## src/rtl/mem_port_arbiter.sv

```systemverilog
// Round-robin arbiter sharing one memory port between instruction fetch and load/store.
// Optional WAIT-state timeout with sticky arb_err: define MEM_ARB_TIMEOUT_EN.
module mem_port_arbiter #(
   parameter int ADDR_WIDTH     = 32,
   parameter int DATA_WIDTH     = 32,
   parameter int TIMEOUT_CYCLES = 16
) (
   input  logic                  clk,
   input  logic                  reset,
   input  logic                  if_req,
   input  logic [ADDR_WIDTH-1:0] if_addr,
   output logic                  if_ack,
   output logic [DATA_WIDTH-1:0] if_rdata,
   input  logic                  dm_req,
   input  logic                  dm_we,
   input  logic [ADDR_WIDTH-1:0] dm_addr,
   input  logic [DATA_WIDTH-1:0] dm_wdata,
   output logic                  dm_ack,
   output logic [DATA_WIDTH-1:0] dm_rdata,
   output logic                  mem_req_valid,
   output logic                  mem_we,
   output logic [ADDR_WIDTH-1:0] mem_addr,
   output logic [DATA_WIDTH-1:0] mem_wdata,
   input  logic [DATA_WIDTH-1:0] mem_rdata,
   input  logic                  mem_ack,
   output logic                  arb_err
);

   typedef enum logic [1:0] {S_IDLE, S_ISSUE, S_WAIT, S_RESP} state_t;

   state_t                state, state_nxt;
   logic                  owner_dm;
   logic                  last_dm;
   logic                  we_q;
   logic [ADDR_WIDTH-1:0] addr_q;
   logic [DATA_WIDTH-1:0] wdata_q;
   logic [DATA_WIDTH-1:0] if_rdata_q, dm_rdata_q;
   logic                  grant, grant_dm;
   logic                  timeout;

   // Data port wins when alone, or on contention when fetch had the last grant.
   assign grant    = if_req | dm_req;
   assign grant_dm = dm_req & (~if_req | ~last_dm);

`ifdef MEM_ARB_TIMEOUT_EN
   logic [7:0] to_cnt;
   logic       err_q;

   assign timeout = (state == S_WAIT) && !mem_ack && (to_cnt == 8'(TIMEOUT_CYCLES - 1));
   assign arb_err = err_q;

   always_ff @(posedge clk or posedge reset) begin
      if (reset) begin
         to_cnt <= '0;
         err_q  <= 1'b0;
      end else begin
         if (state == S_ISSUE)
            to_cnt <= '0;
         else if (state == S_WAIT)
            to_cnt <= to_cnt + 8'd1;
         if (timeout)
            err_q <= 1'b1;
      end
   end
`else
   assign timeout = 1'b0;
   assign arb_err = 1'b0;
`endif

   always_comb begin
      state_nxt = state;
      case (state)
         S_IDLE:  if (grant) state_nxt = S_ISSUE;
         S_ISSUE: state_nxt = S_WAIT;
         S_WAIT:  if (mem_ack || timeout) state_nxt = S_RESP;
         S_RESP:  state_nxt = S_IDLE;
         default: state_nxt = S_IDLE;
      endcase
   end

   always_ff @(posedge clk or posedge reset) begin
      if (reset) begin
         state      <= S_IDLE;
         owner_dm   <= 1'b0;
         last_dm    <= 1'b1;
         we_q       <= 1'b0;
         addr_q     <= '0;
         wdata_q    <= '0;
         if_rdata_q <= '0;
         dm_rdata_q <= '0;
      end else begin
         state <= state_nxt;
         case (state)
            S_IDLE: begin
               if (grant) begin
                  owner_dm <= grant_dm;
                  last_dm  <= grant_dm;
                  we_q     <= grant_dm & dm_we;
                  addr_q   <= grant_dm ? dm_addr  : if_addr;
                  wdata_q  <= grant_dm ? dm_wdata : '0;
               end
            end
            S_WAIT: begin
               if (mem_ack) begin
                  if (!we_q) begin
                     if (owner_dm) dm_rdata_q <= mem_rdata;
                     else          if_rdata_q <= mem_rdata;
                  end
               end else if (timeout) begin
                  // Poisoned data tells the requester the memory never answered.
                  if (owner_dm) dm_rdata_q <= DATA_WIDTH'(32'hDEAD_BEEF);
                  else          if_rdata_q <= DATA_WIDTH'(32'hDEAD_BEEF);
               end
            end
            default: ;
         endcase
      end
   end

   assign mem_req_valid = (state == S_ISSUE);
   assign mem_we        = we_q;
   assign mem_addr      = addr_q;
   assign mem_wdata     = wdata_q;
   assign if_ack        = (state == S_RESP) && !owner_dm;
   assign dm_ack        = (state == S_RESP) &&  owner_dm;
   assign if_rdata      = if_rdata_q;
   assign dm_rdata      = dm_rdata_q;

endmodule

```

## config.mk

```make
export PLATFORM = sky130hd
export DESIGN_NAME = mem_port_arbiter
export DESIGN_NICKNAME = d
export VERILOG_FILES = /design/src/rtl/mem_port_arbiter.sv
export SDC_FILE = /design/constraint.sdc
export NUM_CORES = 1
export LEC_CHECK = 0
export ABC_AREA = 0
export BUFFER_PORTS_ARGS = -buffer_cell sky130_fd_sc_hd__buf_2
export CAP_MARGIN = 10
export CORE_MARGIN = 1
export CORE_UTILIZATION = 30
export DETAILED_ROUTE_END_ITERATION = 8
export GPL_TIMING_DRIVEN = 0
export HOLD_SLACK_MARGIN = 0.05
export PLACE_DENSITY = 0.56
export SETUP_SLACK_MARGIN = 0.1
export SYNTH_ARGS = -nofsm -noshare
export SYNTH_HDL_FRONTEND = slang
export SYNTH_SLANG_ARGS = --single-unit
```

## constraint.sdc

```tcl
create_clock -name clk -period 8.8 [get_ports clk]
set_input_delay 0.88 -clock clk [delete_from_list [all_inputs] [get_ports clk]]
set_output_delay 0.88 -clock clk [all_outputs]
set_load 0.05 [all_outputs]
```

==> key figures, run 1 <==
Yosys
  – Avg Cell Area, Syn: 12.8 um^2
  – Synth Cell Area: 5230 um^2
  – Synth warn: 0
  – Asr flop ratio synth: 100%
  – Multiplexer share of the synthesized area: 14.0%
  – Compound-Gate Fraction of Synth Area: 12.8%
  – Syn Inst Count: 410
  – Yosys top cell area share: 63.1%
  – Top-count cell post-synth: dfrtp_1
  – Main combinational cell family by area after synthesis: multiplexers
  – Register area share after synthesis: 63.6%
  – XOR/XNOR Fraction of Synth Area: 0%
  – Post-synth net total: 548
  – Synth area leader: dfrtp_1
  – Area contributors post-synth: dfrtp_1, mux2_2, a21oi_1
  – Primary FF master, synth: dfrtp_1
  – Yosys cell types: 24
  – Area share of and/or/nand/nor cells after synthesis: 5.57%
  – Synth Area in Adders: 0.957%
  – Commonest cells post-synth: dfrtp_1, a21oi_1, mux2_2
  – #FFs+latches synth: 133
  – Post-synth EDFFs: 0

Global routing
  – Gr ovfl total: 0
  – Gr usage total: 16.7%
  – GRT met3 Usage: 4.04%
  – Vias in the first global route: 4,467
  – GR Layer Usage met2: 27.7%
  – Largest net degree at the start of global routing: 81
  – Busiest grt layer: met2
  – Initial antenna violation count: 1
  – First-pass GRT wire length: 23,300 um
  – Met1 GRT Util: 21.1%

STA
  – Pin slew with the least headroom to its limit: 0.657 ns
  – Final setup fails: 0
  – Max frequency: 0.435 GHz
  – Skew final: 0.00511 ns
  – Total negative setup slack: 0 ns
  – Post-route clock period utilization: 26.1%
  – RSZ-0062 raised after global routing: no
  – Post-layout minimum cycle time: 2.30 ns
  – Slew HR: 56.2%
  – Final Hold Fails: 0
  – Slew Limit Fails: 0

CTS
  – CTS Sinks: 133
  – Num CTS Buffers: 17
  – Setup bufs post-CTS: 0
  – Clk_lat worst skew: 0.41 ns
  – # H-tree levels: 4
  – Hold buffers post-CTS: 0
  – Post-CTS resize count: 0
  – Max clock buf depth: 2
  – Clk root buf: clkbuf_16
  – CTS tree: yes
  – Clock-pin slew on the worst setup and hold paths: 0.06 ns

Final layout
  – Fill cells: 1,628
  – Register area: 3330 um^2
  – Area Growth Syn to Fin: 44.3%
  – Layout cell share with drive strength beyond 1: 53.9%
  – Multi-input gate area: 1750 um^2
  – Layout Nets: 833

Floorplanning
  – FP Rows: 47
  – # IOs: 267
  – Die Width: 134 um
  – Full die area: 18,000 um^2
  – Core ar.: 16,800 um^2
  – Die H: 134 um
  – Starting Density: 31.1%

Routing
  – DR DRC count: 0
  – Detailed Route WL: 14,900 um
  – Vias: 4,352
  – Routed Antenna Nets: 0
  – WL/cell: 16.0 um
  – Drt initial violations: 132
  – Via/cell ratio: 4.69
  – TritonRoute pass-1 iters: 5

Worst setup path
  – CP arrival: 1.42 ns
  – Critical Path Start Type: flip-flop
  – CP Capture Type: primary output
  – Critical Path RT: 7.92 ns
  – Critical Setup Path Class: reg -> out
  – Crit path max fanout: 4

Place
  – GPL Wtd Cong: 0.790
  – Port Buffer Count: 265
  – Post-DP HPWL: 11,200 um

Hold path
  – Hold Path Class: reg -> reg

Run
  – Max-cap violation count: 0

Outcome
  – Outcome: finished, final reports clean
[cell families after synthesis]
logic type | Yosys count
AO/OA/AOI/OAI | 105
adder cells (fa/ha/maj) | 4
buffers and inverters | 30
flip-flops | 133
AND/OR/NAND/NOR | 72
multiplexers | 65
other | 1
[layout make-up]
class	instances	area share, %
Timing Repair Buffer	266	17.9
Sequential cell	133	44.1
Clock inverter	12	3.00
Tap cell	220	3.65
Antenna cell	1	0.0332
Inverter	3	0.216
Multi-Input combinational cell	247	23.2
Clock buffer	19	6.00
Buffer	27	1.87
[metal layers]
layer	up-vias	wire length [um]
met5	-	0
met4	0	231
met3	17	1020
met2	191	7170
met1	2131	6460
li1	2013	-
[critical path: stages, from the launching register on]
cell	delay (ns)
dfrtp_1	0.39
ha_1	0.17
nor2b_1	0.16
buf_2	0.29
[registers in the layout, indices dropped and copies added, names as in the netlist]
register / flops
mem_wdata: 32
state: 2
dm_rdata: 32
mem_addr: 32
mem_we: 1
last_dm: 1
owner_dm: 1
if_rdata: 32
[worst paths after layout]
kind	slack, ns	start	cells after the start	to
max in group asynchronous	7.52	reset	3	mem_wdata[31]
max	6.50	state[0]	3	if_ack
min reg2reg	0.48	if_rdata[26]	1	if_rdata[26]
min in group asynchronous	0.53	reset	2	mem_we
max reg2reg	6.89	state[0]	7	mem_addr[31]
min	0.48	if_rdata[26]	1	if_rdata[26]
[cells in the final DEF (no fill, tap or decap)]
cell and count:
o22a_1 1, clkinv_4 3, clkbuf_16 17, a21boi_2 1, inv_6 1, nand2_1 33
clkinvlp_4 2, and2_1 2, a21o_1 2, o21ai_1 1, o21a_1 1, bufinv_16 6
clkbuf_1 11, nand4b_1 1, mux2_2 63, inv_1 2, nor3_2 1, dfrtp_1 132
ha_1 4, nor2b_1 2, clkbuf_8 2, buf_16 1, clkinv_2 1, mux2_1 2
a22o_1 33, buf_2 273, diode_2 1, conb_1 1, a21oi_1 65, a21bo_2 1
dfstp_2 1, buf_4 8, nor2_1 33
[stage by stage]
stage / cell area [um^2] / utilization [%] / worst slack (ns) / hold WS, ns / cells
after floorplan: 5230 / - / 4.37 / 0.508 / 410
after global placement: 6830 / 40.6 / 2.95 / 0.468 / 895
after detailed placement: 6870 / 40.8 / 6.46 / 0.474 / 896
after CTS: 7540 / 44.9 / 6.46 / 0.486 / 927
after global routing: 7540 / 44.9 / 6.42 / 0.514 / 927
final: 7550 / 44.9 / 6.50 / 0.481 / 928
Power of run 1 is not shown: default switching activity piles up to over one toggle a cycle in this logic, so the estimate is an artifact.
==> run 2: changes to the inputs <==
PLACE_DENSITY = 0.58   (was 0.56)
clock period = 2 ns   (was 8.8 ns; I/O delays follow)
==> run 2 against run 1 <==
  * Critical path depth up 4
  * Die area unchanged
  * Clock skew up 0.0032 ns
  * Setup slack worse by 6.3 ns
  * Largest cell class unchanged
  * Hold slack worse by 0.42 ns
  * Core utilization up 5.7 points
  * Final cell count up 11%
  * Via count up 8.3%
==> key figures, run 2 (synthesized netlist as in run 1, its figures left out) <==
Global routing
  – Gr usage total: 17.9% (+1.2 points)
  – Vias in the first global route: 4,856 (+8.7%)
  – First-pass GRT wire length: 25,000 um (+7.2%)
  – Largest net degree at the start of global routing: 45 (-44%)
  – Initial antenna violation count: 0 (-1)
  – Gr ovfl total: 0 (unchanged)

Final layout
  – Antenna cells: 0 (-1)
  – Layout cell share with drive strength beyond 1: 48.3% (-5.6 points)
  – Commonest non-fill, non-tap cell in the layout: buf_2
  – Most frequent cells in the layout: buf_2, dfrtp_1, dlygate4sd3_1
  – Layout Nets: 933 (+12%)
  – Final instance area: 8500 um^2 (+13%)
  – Area Growth Syn to Fin: 62.4%

Worst setup path
  – Critical Path Start Type: flip-flop
  – R2r endpoint: if_rdata[25]
  – CP arrival: 2.11 ns (+0.69 ns)
  – Crit path max fanout: 6 (+2)
  – Worst path slowest cell: dfrtp_1
  – Critical Path, Cell by Cell: inv_1 -> ha_1 -> nand2_1 -> nor3_4 -> buf_4 -> buf_2 -> mux2_1
  – Critical Setup Path Class: reg -> reg
  – Worst Reg2Reg Path Length in Cells: 7 (unchanged)
  – R2R Setup Slk: 0.17 ns (-6.72 ns)
  – Critical Path Max Stage Delay: 0.41 ns (+0.02 ns)
  – CP Capture Type: flip-flop
  – Crit Reg-Reg Startpoint: state[0]
  – Critical Path RT: 2.28 ns (-5.64 ns)

Place
  – Port Buffer Count: 265 (unchanged)
  – GPL Wtd Cong: 0.831 (+5.3%)
  – Placed inst area: 6900 um^2 (+0.46%)
  – Post-DP HPWL: 11,400 um (+2.0%)

Floorplanning
  – Core ar.: 16,800 um^2 (unchanged)
  – # IOs: 267 (unchanged)
  – Starting Density: 31.1% (unchanged)
  – Die Width: 134 um (unchanged)
  – Full die area: 18,000 um^2 (unchanged)
  – FP Rows: 47 (unchanged)
  – Die H: 134 um (unchanged)

CTS
  – Clk_lat worst skew: 0.41 ns (about the same)
  – Max clock buf depth: 2 (unchanged)
  – # H-tree levels: 4 (unchanged)
  – Clock-pin slew on the worst setup and hold paths: 0.06 ns (about the same)
  – CTS tree: yes
  – Num CTS Buffers: 17 (unchanged)
  – CTS Sinks: 133 (unchanged)
  – Clk root buf: clkbuf_16

STA
  – Pin slew with the least headroom to its limit: 0.574 ns (-0.0833 ns)
  – Slew HR: 61.7% (+5.5 points)
  – Skew final: 0.00826 ns (+0.00315 ns)
  – RSZ-0062 raised after global routing: yes
  – Final setup fails: 0 (unchanged)
  – Total negative setup slack: 0 ns (unchanged)
  – Post-route clock period utilization: 91.4%
  – Max frequency: 0.547 GHz
  – Post-layout minimum cycle time: 1.83 ns
  – Slew Limit Fails: 0 (unchanged)
  – Final Hold Fails: 0 (unchanged)

Routing
  – Routed Antenna Nets: 0 (unchanged)
  – DR DRC count: 0 (unchanged)
  – Via/cell ratio: 4.59 (-2.2%)
  – Vias: 4,712 (+8.3%)
  – WL/cell: 15.7 um (-2.3%)
  – TritonRoute pass-1 iters: 4 (-1)
  – Drt initial violations: 179 (+36%)
  – Detailed Route WL: 16,100 um (+8.1%)

Run
  – Max-cap violation count: 0 (unchanged)

Hold path
  – Worst hold path stage count: 2 (+1)
  – Hold Path Class: in -> reg
  – Worst Min Path Start: mem_rdata[22]
  – Hold endpoint: dm_rdata[22]

Outcome
  – Outcome: finished, final reports clean

Power and ir drop
  – IR drop worst, VDD: 0.000978 V
  – PD cells: 2010 nW/um^2
  – Leak Pwr: 4.24 nW
-- run 2: cell count changes in the layout (fill, tap and decap cells not counted), moves of 2 or more --
cell / delta
buf_12: +3
clkinv_4: -2
bufinv_16: -3
clkbuf_2: +3
clkbuf_1: -2
dlygate4sd3_1: +94
clkinvlp_4: +2
buf_6: +3
-- run 2: area by class of cell --
class | instances | area [um^2]
inverters | 3 | 15.0
fillers | 1518 | 8320
repair buffers | 366 | 2350
multi-input cells | 247 | 1760
plain buffers | 27 | 159
flip-flops and latches | 133 | 3330
clock buffers | 20 | 457
clock inverters | 11 | 149
well taps | 220 | 275
-- run 2: how the worst max path moves through the flow --
stage	from	end	slack, ns	cells after the start
floorplan	reset	dm_rdata[0]	0.15	1
global placement	reset	mem_wdata[20]	-0.68	2
detailed placement	state[0]	mem_addr[15]	0.05	7
CTS	state[0]	mem_addr[15]	0.11	7
global route	state[0]	mem_addr[6]	0.02	6
finish	state[0]	if_rdata[25]	0.17	7
-- run 2: critical path, delay by kind of cell, from the launching register on --
kind	cells	cell delay, ns
AND/OR/NAND/NOR	2	0.27
flip-flops	1	0.41
adder cells (fa/ha/maj)	1	0.21
buffers and inverters	3	0.48
multiplexers	1	0.34
-- run 2: repair_timing --
item,CTS,global route
hold endpoints to repair,144,0
pin swaps,0,1
gates resized for setup,1,11
hold buffers,94,0
cloned,0,1
setup buffers,0,3
setup endpoints to repair,22,78
-- run 2: per-stage QoR --
stage          power, mW  std cells  setup WS [ns]  util [%]  hold slack [ns]
4_1_cts             17.2       1023          0.108      50.2           0.0519
6_report            17.1       1027          0.173      50.5           0.0645
3_5_place_dp        13.8        898         0.0454      41.0            0.296
3_3_place_gp        13.6        895         -0.677      40.6            0.419
2_1_floorplan       11.5        410          0.150         -            0.329
5_1_grt             17.9       1027         0.0220      50.5           0.0544
-- run 2: metal layers --
metal | share of wire (%) | global-route usage [%] | routed length (um)
met5 | 0 | 0 | 0
met4 | 1.7 | 6.49 | 278
met3 | 5.7 | 4.12 | 916
met2 | 51 | 31.6 | 8220
met1 | 41 | 21.2 | 6670
-- run 2: power breakdown --
part / switching [mW] / internal, mW
clock: 1.16 / 2.03
sequential: 0.742 / 4.05
combinational: 6.64 / 2.49
total: 8.55 / 8.57
Power figures use the tool's default switching activity.
